==> src/rtl/spi_master_tx.sv <==
// spi_master_tx - byte-frame SPI master transmitter.
//
// Emits one frame per accepted start request: cs falls, then DATA_WIDTH+2
// sclk pulses (a lead pulse, DATA_WIDTH data pulses, a trail pulse), then cs
// rises together with a one-cycle done pulse. mosi is updated on rising sclk
// so it is stable at every falling edge, where the downstream slave samples.
//
// Ports:
//   clk   in   system clock, rising-edge logic
//   rst   in   asynchronous active-high reset
//   start in   frame request, honoured only while idle
//   din   in   DATA_WIDTH word, captured when start is accepted
//   sclk  out  SPI clock, idles low
//   mosi  out  serial data, MSB first
//   cs    out  active-low chip select, idles high
//   busy  out  high from start acceptance until done
//   done  out  one-cycle end-of-frame pulse
module spi_master_tx #(
  parameter int DATA_WIDTH = 8,
  parameter int CLK_DIV    = 4
) (
  input  logic                  clk,
  input  logic                  rst,
  input  logic                  start,
  input  logic [DATA_WIDTH-1:0] din,
  output logic                  sclk,
  output logic                  mosi,
  output logic                  cs,
  output logic                  busy,
  output logic                  done
);

  localparam int DIV_W = (CLK_DIV > 1) ? $clog2(CLK_DIV) : 1;
  localparam int CNT_W = $clog2(DATA_WIDTH + 2);
  localparam logic [DIV_W-1:0] DIV_LAST   = DIV_W'(CLK_DIV - 1);
  localparam logic [CNT_W-1:0] PULSE_LAST = CNT_W'(DATA_WIDTH + 1);
  localparam logic [CNT_W-1:0] DATA_LAST  = CNT_W'(DATA_WIDTH);

  typedef enum logic [1:0] {
    IDLE  = 2'd0,
    LEAD  = 2'd1,
    SHIFT = 2'd2,
    TRAIL = 2'd3
  } state_t;

  state_t                state, state_nxt;
  logic [DATA_WIDTH-1:0] shreg, shreg_nxt;
  logic [DIV_W-1:0]      div, div_nxt;
  logic [CNT_W-1:0]      pulse, pulse_nxt;
  logic                  sclk_nxt, mosi_nxt, cs_nxt, busy_nxt, done_nxt;

  // State and output registers; every output comes straight from a flop.
  always_ff @(posedge clk or posedge rst) begin
    if (rst) begin
      state <= IDLE;
      shreg <= '0;
      div   <= '0;
      pulse <= '0;
      sclk  <= 1'b0;
      mosi  <= 1'b0;
      cs    <= 1'b1;
      busy  <= 1'b0;
      done  <= 1'b0;
    end else begin
      state <= state_nxt;
      shreg <= shreg_nxt;
      div   <= div_nxt;
      pulse <= pulse_nxt;
      sclk  <= sclk_nxt;
      mosi  <= mosi_nxt;
      cs    <= cs_nxt;
      busy  <= busy_nxt;
      done  <= done_nxt;
    end
  end

  // Next-state and next-output logic for the frame sequencer.
  always_comb begin
    state_nxt = state;
    shreg_nxt = shreg;
    div_nxt   = div;
    pulse_nxt = pulse;
    sclk_nxt  = sclk;
    mosi_nxt  = mosi;
    cs_nxt    = cs;
    busy_nxt  = busy;
    done_nxt  = 1'b0;

    case (state)
      IDLE: begin
        if (start) begin
          // MSB is presented immediately so the lead falling edge sees it.
          shreg_nxt = din;
          mosi_nxt  = din[DATA_WIDTH-1];
          cs_nxt    = 1'b0;
          busy_nxt  = 1'b1;
          div_nxt   = '0;
          pulse_nxt = '0;
          state_nxt = LEAD;
        end else begin
          state_nxt = IDLE;
        end
      end

      LEAD: begin
        // Low half-period before the lead pulse rises.
        if (div == DIV_LAST) begin
          div_nxt   = '0;
          sclk_nxt  = 1'b1;
          state_nxt = SHIFT;
        end else begin
          div_nxt = div + DIV_W'(1);
        end
      end

      SHIFT: begin
        if (div == DIV_LAST) begin
          div_nxt = '0;
          if (sclk) begin
            // Falling edge: pulse counter holds the number of completed falls.
            sclk_nxt = 1'b0;
            if (pulse == PULSE_LAST) begin
              state_nxt = TRAIL;
            end else begin
              pulse_nxt = pulse + CNT_W'(1);
            end
          end else begin
            // Rising edge of pulse k (k == pulse): data pulses shift out the
            // word, starting by re-presenting the MSB; trail pulse drives 0.
            sclk_nxt = 1'b1;
            if (pulse <= DATA_LAST) begin
              mosi_nxt  = shreg[DATA_WIDTH-1];
              shreg_nxt = shreg << 1;
            end else begin
              mosi_nxt = 1'b0;
            end
          end
        end else begin
          div_nxt = div + DIV_W'(1);
        end
      end

      TRAIL: begin
        // Hold sclk low one half-period after the trail pulse, then close.
        if (div == DIV_LAST) begin
          div_nxt   = '0;
          pulse_nxt = '0;
          cs_nxt    = 1'b1;
          busy_nxt  = 1'b0;
          done_nxt  = 1'b1;
          state_nxt = IDLE;
        end else begin
          div_nxt = div + DIV_W'(1);
        end
      end

      default: begin
        state_nxt = IDLE;
        div_nxt   = '0;
        pulse_nxt = '0;
        sclk_nxt  = 1'b0;
        mosi_nxt  = 1'b0;
        cs_nxt    = 1'b1;
        busy_nxt  = 1'b0;
      end
    endcase
  end

endmodule

==> config.mk <==
export PLATFORM = sky130hd
export DESIGN_NAME = spi_master_tx
export DESIGN_NICKNAME = d
export VERILOG_FILES = /design/src/rtl/spi_master_tx.sv
export SDC_FILE = /design/constraint.sdc
export NUM_CORES = 1
export LEC_CHECK = 0
export ABC_CLOCK_PERIOD_IN_PS = 2700
export BUFFER_PORTS_ARGS = -buffer_cell sky130_fd_sc_hd__buf_4
export CAP_MARGIN = 20
export CORE_MARGIN = 2
export CORE_UTILIZATION = 59
export CTS_BUF_LIST = sky130_fd_sc_hd__clkbuf_4
export CTS_CLUSTER_SIZE = 24
export DETAILED_ROUTE_END_ITERATION = 12
export GPL_TIMING_DRIVEN = 0
export PLACE_DENSITY_LB_ADDON = 0.2
export SLEW_MARGIN = 20
export SYNTH_ARGS = -nofsm -noshare
export SYNTH_HDL_FRONTEND = slang
export SYNTH_SLANG_ARGS = --single-unit
==> constraint.sdc <==
create_clock -name clk -period 2.7 [get_ports clk]
set_clock_uncertainty 0.2 [all_clocks]
set_input_delay 0.54 -clock clk [delete_from_list [all_inputs] [get_ports clk]]
set_output_delay 0.54 -clock clk [all_outputs]
set_load 0.01 [all_outputs]
Yosys cells after proc, flatten, opt, wreduce, memory -nomap -nowiden

Cells that the tools add are included.

Flip-flop bits (word level): 21
Bits in latches: 0
RAM bits: 0
Memory bits (read-only): 0
Word-level logic and storage cells: 75
Memories kept: 0

Add/sub/neg operators: 2
Multipliers: 0
Div/mod/pow operators: 0
$lt $le $gt $ge: 1
Equality and inequality tests: 14
Shifts and indexed selects: 0
Multiplexer cells: 37
Bitwise gates (word level): 0
Reductions and logical operators: 12

Operator list:

| operator            | number |
|---|---|
| $mux 8              | 4 |
| $mux 4              | 5 |
| $ne 2x2->1 const B  | 9 |
| $pmux 8 s2          | 1 |
| $mux 2              | 7 |
| $mux 1              | 13 |
| $pmux 4 s3          | 1 |
| $reduce_and 5->1    | 2 |
| $pmux 1 s2          | 4 |
| $pmux 2 s4          | 1 |
| $eq 2x2->1 const B  | 3 |
| $reduce_and 3->1    | 2 |
| $reduce_and 6->1    | 1 |
| $reduce_bool 2->1   | 3 |
| $add 4x1->4 const B | 1 |
| $eq 4x4->1 const B  | 1 |
| $le 4x4->1 const B  | 1 |
| $pmux 2 s2          | 1 |
| $reduce_and 4->1    | 1 |
| $reduce_bool 3->1   | 1 |
| $reduce_or 3->1     | 1 |
| $add 2x1->2 const B | 1 |
| $eq 2x1->1 const B  | 1 |
| $logic_not 2->1     | 1 |

Depth between registers and ports, before layout

Gate-level depths: netlist (run 1).

Depth in word-level cells: 5
Mapped depth: 8
Depth with buffers taken out: 6

Worst setup path before layout (run 1)

OpenSTA, ideal clock, no wires.

Path type: reg-to-reg
Start point: reg state[0]
End point: reg shreg[0]
Setup time: 0.125 ns
Data arrival time: 1.747 ns
Required time: 2.375 ns
Setup slack: 0.628 ns
Stages on the path, launching flop included: 8
Buffers on the path: 1
Period minus slack after synthesis: 2.072 ns
Cell sequence: dfrtp_1 inv_1 ha_1 buf_6 and2_4 nor4_4 o21ai_4 mux2_4

Longest elaborated chain between the ends: 3
Elaborated cells on any way between the ends: 9

Ends and longest elaborated chain:

| element                                                   | RTL line | text |
|---|---|---|
| from (decl)                                               | 46       | `state_t state, state_nxt;` |
| from (signal assigned)                                    | 65       | `state <= state_nxt;` |
| $eq 2x2->1 or $logic_not 2->1 (tied branches)             | 89       | `case (state)` |
| $ne 2x2->1 (no line) or $reduce_bool 2->1 (tied branches) | --       |  |
| $reduce_and 5->1 (no line)                                | --       |  |
| to (signal assigned)                                      | 66       | `shreg <= shreg_nxt;` |
| to (decl)                                                 | 47       | `logic [DATA_WIDTH-1:0] shreg, shreg_nxt;` |

Parallel ways exist; a longest one is shown, timed or not.
A chain may end at the register's enable or synchronous reset.

Worst setup path after layout (run 1)

Start point: reg state[0]
End point: reg pulse[0]

Longest elaborated chain between the ends: 3
Elaborated cells on any way between the ends: 11

Ends and longest elaborated chain:

| element                                                   | RTL line | text |
|---|---|---|
| $eq 2x2->1 or $logic_not 2->1 (tied branches)             | 89       |  |
| $ne 2x2->1 (no line) or $reduce_bool 3->1 (tied branches) | --       |  |
| $reduce_and 6->1 (no line)                                | --       |  |
| to (signal assigned)                                      | 68       | `pulse <= pulse_nxt;` |
| to (decl)                                                 | 49       | `logic [CNT_W-1:0] pulse, pulse_nxt;` |

Parallel ways exist; a longest one is shown, timed or not.

==> parameters.txt, run 1 <==
Parameter                              Value

Route
  Antenna-violating nets left ... 0
  Average wire per standard cell ... 14.3 um
  TritonRoute pass-1 iters ... 4
  DRC errors left ... 0
  Via density per instance ... 5.42
  Iter 0 DRT Violations ... 18
  Routed wire length ... 2340 um
  Overall via count from detail_route ... 889

Clocking
  Clock transition at the registers of the reported paths ... 0.14 ns
  Hold-fix buffers at CTS ... 0
  Skew-Pair Late Insertion Delay ... 0.32 ns
  Total setup buffers inserted after CTS ... 0
  H-Tree Level Count ... 1
  Number of sinks on the clock net ... 21
  Num CTS Buffers ... 3
  Max clock buf depth ... 2
  CTS tree ... built
  Post-cts repair resize count ... 0
  Clock root buffer ... sky130_fd_sc_hd__clkbuf_4

Run
  Maximum Capacitance Violations ... 0

Setup path
  Worst EP required ... 2.72 ns
  Reg-to-reg endpoint ... pulse[0]
  Top fanout value on the critical path ... 10
  Highest cell delay on the worst timing path ... 0.43 ns
  Critical path launch point type ... flop
  Crit Reg-Reg Startpoint ... state[0]
  Critical path start-end classification ... reg -> reg
  Slowest-stage cell, CP ... sky130_fd_sc_hd__dfrtp_1
  Cell-by-cell trace of the critical path ... inv_1 -> ha_1 -> buf_2 -> buf_1 -> nor2_1 -> o2111ai_1 -> a21oi_1 -> mux2i_1
  Critical Path AT ... 2.32 ns
  Worst Setup End Kind ... flop
  R2R depth ... 8
  Reg2reg setup slack ... 0.41 ns

Power and ir drop
  Maximum vdd drop ... 0.768 mV
  Leakage ... 0.709 nW
  Total power of the final layout ... 1.72 mW
  Power density cells ... 1170 nW/um2

Floorplan
  Core region area ... 2020 um2
  Die X ... 50.8 um
  Area of the die ... 2580 um2
  Row count ... 16
  Initial Util ... 0.640
  I/O pin count ... 16
  Height of the chip ... 50.8 um

Synthesis
  Syn Area/Cell ... 11.0 um2
  Dominant synthesized flop cell ... sky130_fd_sc_hd__dfrtp_1
  Synth Net Count ... 139
  Cell Area, Synth ... 1290 um2
  Number of warning messages in the yosys log ... 0
  Number of storage elements in the synthesis netlist ... 21
  Number of cells produced by synthesis ... 118
  Post-synth ARST share ... 1.00
  Unique cell type count in the Yosys netlist ... 40
  Sequential share of the synthesized area ... 0.407
  Number of flops mapped to enable cells by yosys ... 0

Place
  Number of buffers added on ports ... 15
  Placed inst area ... 1440 um2
  Final weighted congestion in routability-driven placement ... 0.744
  DP HPWL ... 1810 um

STA
  Max-slew headroom at the worst pin ... 0.469
  Slew Limit Fails ... 0
  Max Clock Freq ... 436 MHz
  Worst Max-Slew Pin Slew ... 0.796 ns
  Share of the clock period used by the worst path after layout ... 0.849
  Count of final hold-check violations ... 0
  Setup_tns ... 0 ns
  Number of failing setup endpoints in the final timing report ... 0
  Unrepaired setup endpoints after global routing ... false
  Post-layout minimum cycle time ... 2.29 ns

Worst hold path
  Class of the worst hold path ... in -> async

Cells and area
  Commonest cells after routing, fill and taps aside ... sky130_fd_sc_hd__dfrtp_1 (20), sky130_fd_sc_hd__buf_4 (15), sky130_fd_sc_hd__inv_1 (14)
  Post-synthesis to final-layout area growth ... 13.6%
  Final std cell area, no fill ... 1470 um2
  Most common cell after layout, fill and taps aside ... sky130_fd_sc_hd__dfrtp_1
  Share of cells above drive strength 1 ... 0.314
  Count of antenna diodes in the layout ... 0
  Total Nets Final ... 159
  Final cell utilization of the core ... 0.727
  Filler cell count ... 142

Global route
  Maximum number of pins on one net before global-route repair ... 22
  Total overflow reported by the global router ... 0
  Number of antenna violations at the first check in global routing ... 0
  Vias in the first global route ... 930
  Total GRT Usage ... 0.207
  First-pass GRT wire length ... 3940 um

Status
  Run status ... completed
==> cell families (layout without fill, tap and decap cells) <==
group                      count (synthesis)  count (layout)  share of synthesized area
buffers and inverters                     18              37                     0.0590
and+or+nand+nor                           30              30                      0.149
DFF                                       21              21                      0.407
adders and majority gates                 10              10                     0.0967
muxes                                     18              18                      0.173
AOI/OAI and AO/OA                         21              21                      0.115
==> worst max-delay path, delay by kind of cell, from the launching register on <==
family | cells | cell delay (ns)
adders and majority gates | 1 | 0.16
and+or+nand+nor | 1 | 0.09
AOI/OAI and AO/OA | 2 | 0.40
DFF | 1 | 0.43
buffers and inverters | 3 | 0.74
muxes | 1 | 0.19
==> routing by layer <==
metal  vias up  wire length (um)  part of all wire  GRT usage
li1        449                 -                 -          -
met1       404               980              0.42      0.236
met5         -                 0                 0          0
met3         6                96             0.041     0.0322
met4         0                59             0.025      0.113
met2        30              1200              0.51      0.371
==> cells in the mapped netlist (2+ instances only) <==
cell type | number | area (um2)
sky130_fd_sc_hd__nand2_1 | 7 | 26.3
sky130_fd_sc_hd__inv_1 | 14 | 52.6
sky130_fd_sc_hd__o21ai_0 | 7 | 35.0
sky130_fd_sc_hd__dfrtp_1 | 20 | 500
sky130_fd_sc_hd__nor2b_1 | 3 | 18.8
sky130_fd_sc_hd__mux2i_1 | 4 | 40.0
sky130_fd_sc_hd__nor2_1 | 3 | 11.3
sky130_fd_sc_hd__nand2b_1 | 3 | 18.8
sky130_fd_sc_hd__mux2_4 | 7 | 105
sky130_fd_sc_hd__o31ai_1 | 2 | 15.0
sky130_fd_sc_hd__o2bb2ai_1 | 2 | 17.5
sky130_fd_sc_hd__ha_1 | 10 | 125
sky130_fd_sc_hd__nand3_1 | 2 | 10.0
sky130_fd_sc_hd__mux2_2 | 7 | 78.8
sky130_fd_sc_hd__and2_1 | 2 | 12.5
==> through the flow <==
stage               setup WS [ns]  hold slack [ns]  std cells
floorplan                   0.628            0.254        118
global placement            0.471            0.265        160
detailed placement          0.415            0.295        160
CTS                         0.426            0.186        164
global route                0.323            0.216        164
finish                      0.407            0.148        164
==> sequential cells by signal, indices dropped and copies added, names as in the netlist <==
name / flops
shreg: 8
div: 2
cs: 1
mosi: 1
done: 1
state: 2
pulse: 4
busy: 1
sclk: 1
==> power breakdown <==
group / total [mW] / internal (mW) / switching, mW
combinational: 0.999 / 0.528 / 0.471
sequential: 0.556 / 0.457 / 0.0994
clock: 0.163 / 0.0566 / 0.107
total: 1.72 / 1.04 / 0.677
==> final cells by class <==
cell class                      instances  area [um2]  share of cell area
Sequential cell                        21         527               0.358
Timing Repair Buffer                   15         113              0.0766
Clock buffer                            3        22.5              0.0153
Multi-Input combinational cell         79         691               0.470
Buffer                                  4        23.8              0.0162
Clock inverter                          1        7.51             0.00511
Tap cell                               27        33.8              0.0230
Inverter                               14        52.6              0.0357
==> how the worst max path moves through the flow <==
stage	slack (ns)	from	cells after the start	to
after floorplan	0.63	state[0]	7	shreg[0]
after global placement	0.47	state[0]	6	shreg[2]
after detailed placement	0.41	state[0]	6	shreg[1]
after CTS	0.43	state[0]	8	pulse[0]
after global routing	0.32	state[0]	8	pulse[0]
final	0.41	state[0]	8	pulse[0]
Note: power is estimated with default switching activity, not from simulation.
==> run 2: changes to the inputs <==
--- a/config.mk
+++ b/config.mk
@@ -5,11 +5,11 @@
 export SDC_FILE = /design/constraint.sdc
 export NUM_CORES = 1
 export LEC_CHECK = 0
-export ABC_CLOCK_PERIOD_IN_PS = 2700
+export ABC_CLOCK_PERIOD_IN_PS = 2050
 export BUFFER_PORTS_ARGS = -buffer_cell sky130_fd_sc_hd__buf_4
 export CAP_MARGIN = 20
 export CORE_MARGIN = 2
-export CORE_UTILIZATION = 59
+export CORE_UTILIZATION = 54
 export CTS_BUF_LIST = sky130_fd_sc_hd__clkbuf_4
 export CTS_CLUSTER_SIZE = 24
 export DETAILED_ROUTE_END_ITERATION = 12
==> constraint.sdc (replaced) <==
create_clock -name clk -period 2.05 [get_ports clk]
set_clock_uncertainty 0.2 [all_clocks]
set_input_delay 0.41 -clock clk [delete_from_list [all_inputs] [get_ports clk]]
set_output_delay 0.41 -clock clk [all_outputs]
set_load 0.01 [all_outputs]
==> run 2 against run 1 <==
  * Combinational power rose by 58%
  * Power increased by 48%
  * Clock power is 33% higher
  * Fmax grew 15%
  * Critical path type unchanged
  * Critical endpoint is now shreg[4]
==> parameters.txt, run 2 (synthesis gave the netlist of run 1 again) <==
Parameter                              Value

Global route
  Total overflow reported by the global router ... 0 (unchanged)
  Maximum number of pins on one net before global-route repair ... 22 (unchanged)
  Total GRT Usage ... 0.199 (-0.00780)
  Vias in the first global route ... 919 (-1.2%)
  Number of antenna violations at the first check in global routing ... 0 (unchanged)
  First-pass GRT wire length ... 4020 um (+1.9%)

Cells and area
  Post-synthesis to final-layout area growth ... 22.8%
  Largest registers ... shreg (8), pulse (4)
  Commonest cells after routing, fill and taps aside ... sky130_fd_sc_hd__buf_4 (25), sky130_fd_sc_hd__dfrtp_1 (19), sky130_fd_sc_hd__inv_1 (12)
  Finished Layout Cells ... 172 (+4.9%)
  Flip-flop count of the largest register after layout ... 8 (unchanged)
  Final cell utilization of the core ... 0.711 (-0.0156)
  Final std cell area, no fill ... 1590 um2 (+8.1%)
  Largest register by flop count ... shreg
  Filler cell count ... 164 (+15%)
  Count of antenna diodes in the layout ... 0 (unchanged)
  Share of cells above drive strength 1 ... 0.424 (+0.110)
  Total Nets Final ... 166 (+4.4%)
  Most common cell after layout, fill and taps aside ... sky130_fd_sc_hd__buf_4

Power and ir drop
  Maximum vdd drop ... 1.23 mV (+60%)
  Net switching fraction of the power ... 0.378 (-0.0160)
  Sw Pwr ... 0.962 mW (+42%)
  Power density cells ... 1600 nW/um2 (+37%)
  Leakage ... 0.757 nW (+6.8%)
  Seq pwr share ... 0.295 (-0.029)
  Cell internal power dissipation ... 1.58 mW (+52%)
  Share of power burned in the clock network ... 0.085 (-0.010)
  Total power of the final layout ... 2.54 mW (+48%)
  Gate power share ... 0.620 (+0.039)

Place
  Placed inst area ... 1470 um2 (+1.7%)
  DP HPWL ... 1760 um (-2.9%)
  Cell Count Post-Placement ... 161 (+0.63%)
  Number of buffers added on ports ... 15 (unchanged)
  Final weighted congestion in routability-driven placement ... 0.667 (-10%)
  Placement Setup Slack ... -0.179 ns (-0.593 ns)

Worst hold path
  Class of the worst hold path ... in -> async

Route
  Routed wire length ... 2430 um (+3.8%)
  Via density per instance ... 5.40 (-0.47%)
  Overall via count from detail_route ... 928 (+4.4%)
  DRC errors left ... 0 (unchanged)
  Iter 0 DRT Violations ... 11 (-7)
  Average wire per standard cell ... 14.1 um (-1.0%)
  Antenna-violating nets left ... 0 (unchanged)
  TritonRoute pass-1 iters ... 4 (unchanged)

Clocking
  Skew-Pair Late Insertion Delay ... 0.31 ns (about the same)
  Max clock buf depth ... 2 (unchanged)
  CTS tree ... built
  Num CTS Buffers ... 3 (unchanged)
  Clock root buffer ... sky130_fd_sc_hd__clkbuf_4
  Clock transition at the registers of the reported paths ... 0.12 ns (-0.02 ns)
  H-Tree Level Count ... 1 (unchanged)
  Number of sinks on the clock net ... 21 (unchanged)

STA
  Slew Limit Fails ... 0 (unchanged)
  Max-slew headroom at the worst pin ... 0.474 (+0.00541)
  Worst Hold Slack ... 0.0359 ns (-0.112 ns)
  Worst Max-Slew Pin Slew ... 0.788 ns (-0.00810 ns)
  Count of final hold-check violations ... 0 (unchanged)
  PnR worst setup slack ... 0.0559 ns (-0.351 ns)
  Post-layout minimum cycle time ... 1.99 ns (-0.299 ns)
  Unrepaired setup endpoints after global routing ... true
  Share of the clock period used by the worst path after layout ... 0.973 (+0.124)
  Number of failing setup endpoints in the final timing report ... 0 (unchanged)
  Max Clock Freq ... 501 MHz (+15%)
  Setup_tns ... 0 ns (unchanged)

Floorplan
  Area of the die ... 2800 um2 (+8.5%)
  Height of the chip ... 52.9 um (+4.2%)
  I/O pin count ... 16 (unchanged)
  Die X ... 52.9 um (+4.2%)
  Initial Util ... 0.579 (-0.0606)
  Row count ... 17 (+1)
  Core region area ... 2230 um2 (+10%)

Setup path
  Critical path start-end classification ... reg -> reg
  R2R depth ... 6 (-2)
  Crit Reg-Reg Startpoint ... state[1]
  Critical path launch point ... state[1]
  Reg2reg setup slack ... 0.06 ns (-0.35 ns)
  Reg-to-reg endpoint ... shreg[4]
  Worst Setup End Kind ... flop
  Critical path launch point type ... flop
  Worst EP required ... 2.05 ns (-0.67 ns)
  Critical Path AT ... 2.00 ns (-0.32 ns)
  Top fanout value on the critical path ... 7 (-3)

Run
  Maximum Capacitance Violations ... 0 (unchanged)

Status
  Run status ... completed
## run 2: critical path, cell delays in order, from the launching register on
cell	delay [ns]
sky130_fd_sc_hd__dfrtp_2	0.49
sky130_fd_sc_hd__inv_4	0.09
sky130_fd_sc_hd__ha_4	0.18
sky130_fd_sc_hd__nor2_4	0.05
sky130_fd_sc_hd__nor4_4	0.36
sky130_fd_sc_hd__o21ai_4	0.18
sky130_fd_sc_hd__mux2_4	0.33
## run 2: per-layer routing
metal | global-route usage | vias up | routed length [um]
met2 | 0.333 | 8 | 1230
met3 | 0.0339 | 5 | 42
met1 | 0.256 | 460 | 1110
li1 | - | 455 | -
met5 | 0 | - | 0
met4 | 0.0769 | 0 | 38
## run 2: worst max path at each step
stage                           to  slack (ns)
after floorplan           shreg[0]        0.01
after global placement    shreg[4]       -0.11
after detailed placement  shreg[3]       -0.18
after CTS                 shreg[4]       0.009
after global routing      shreg[2]       -0.01
final                     shreg[4]        0.06
## run 2: power groups by stage
stage	clock (mW)	combinational [mW]	sequential, mW
floorplan	0	1.08	0.727
global placement	0	1.30	0.726
detailed placement	0	1.36	0.746
CTS	0.216	1.43	0.737
global route	0.229	1.72	0.770
finish	0.216	1.58	0.750
## run 2: what timing repair did
item / 4_1_cts / 5_1_grt
hold buffers: 0 / 0
endpoints found under the setup margin: 12 / 11
pin swaps: 3 / 4
buffers inserted: 3 / 7
gates resized for setup: 6 / 6
## run 2: area by class of cell
type	instances	area, um2	share of cell area
multi-input combinational	79	746	0.469
inverter	14	57.6	0.0362
timing repair buffer	25	188	0.118
clock buffer	4	30.0	0.0189
tap	28	35.0	0.0220
buffer	1	5.00	0.00315
sequential	21	528	0.332
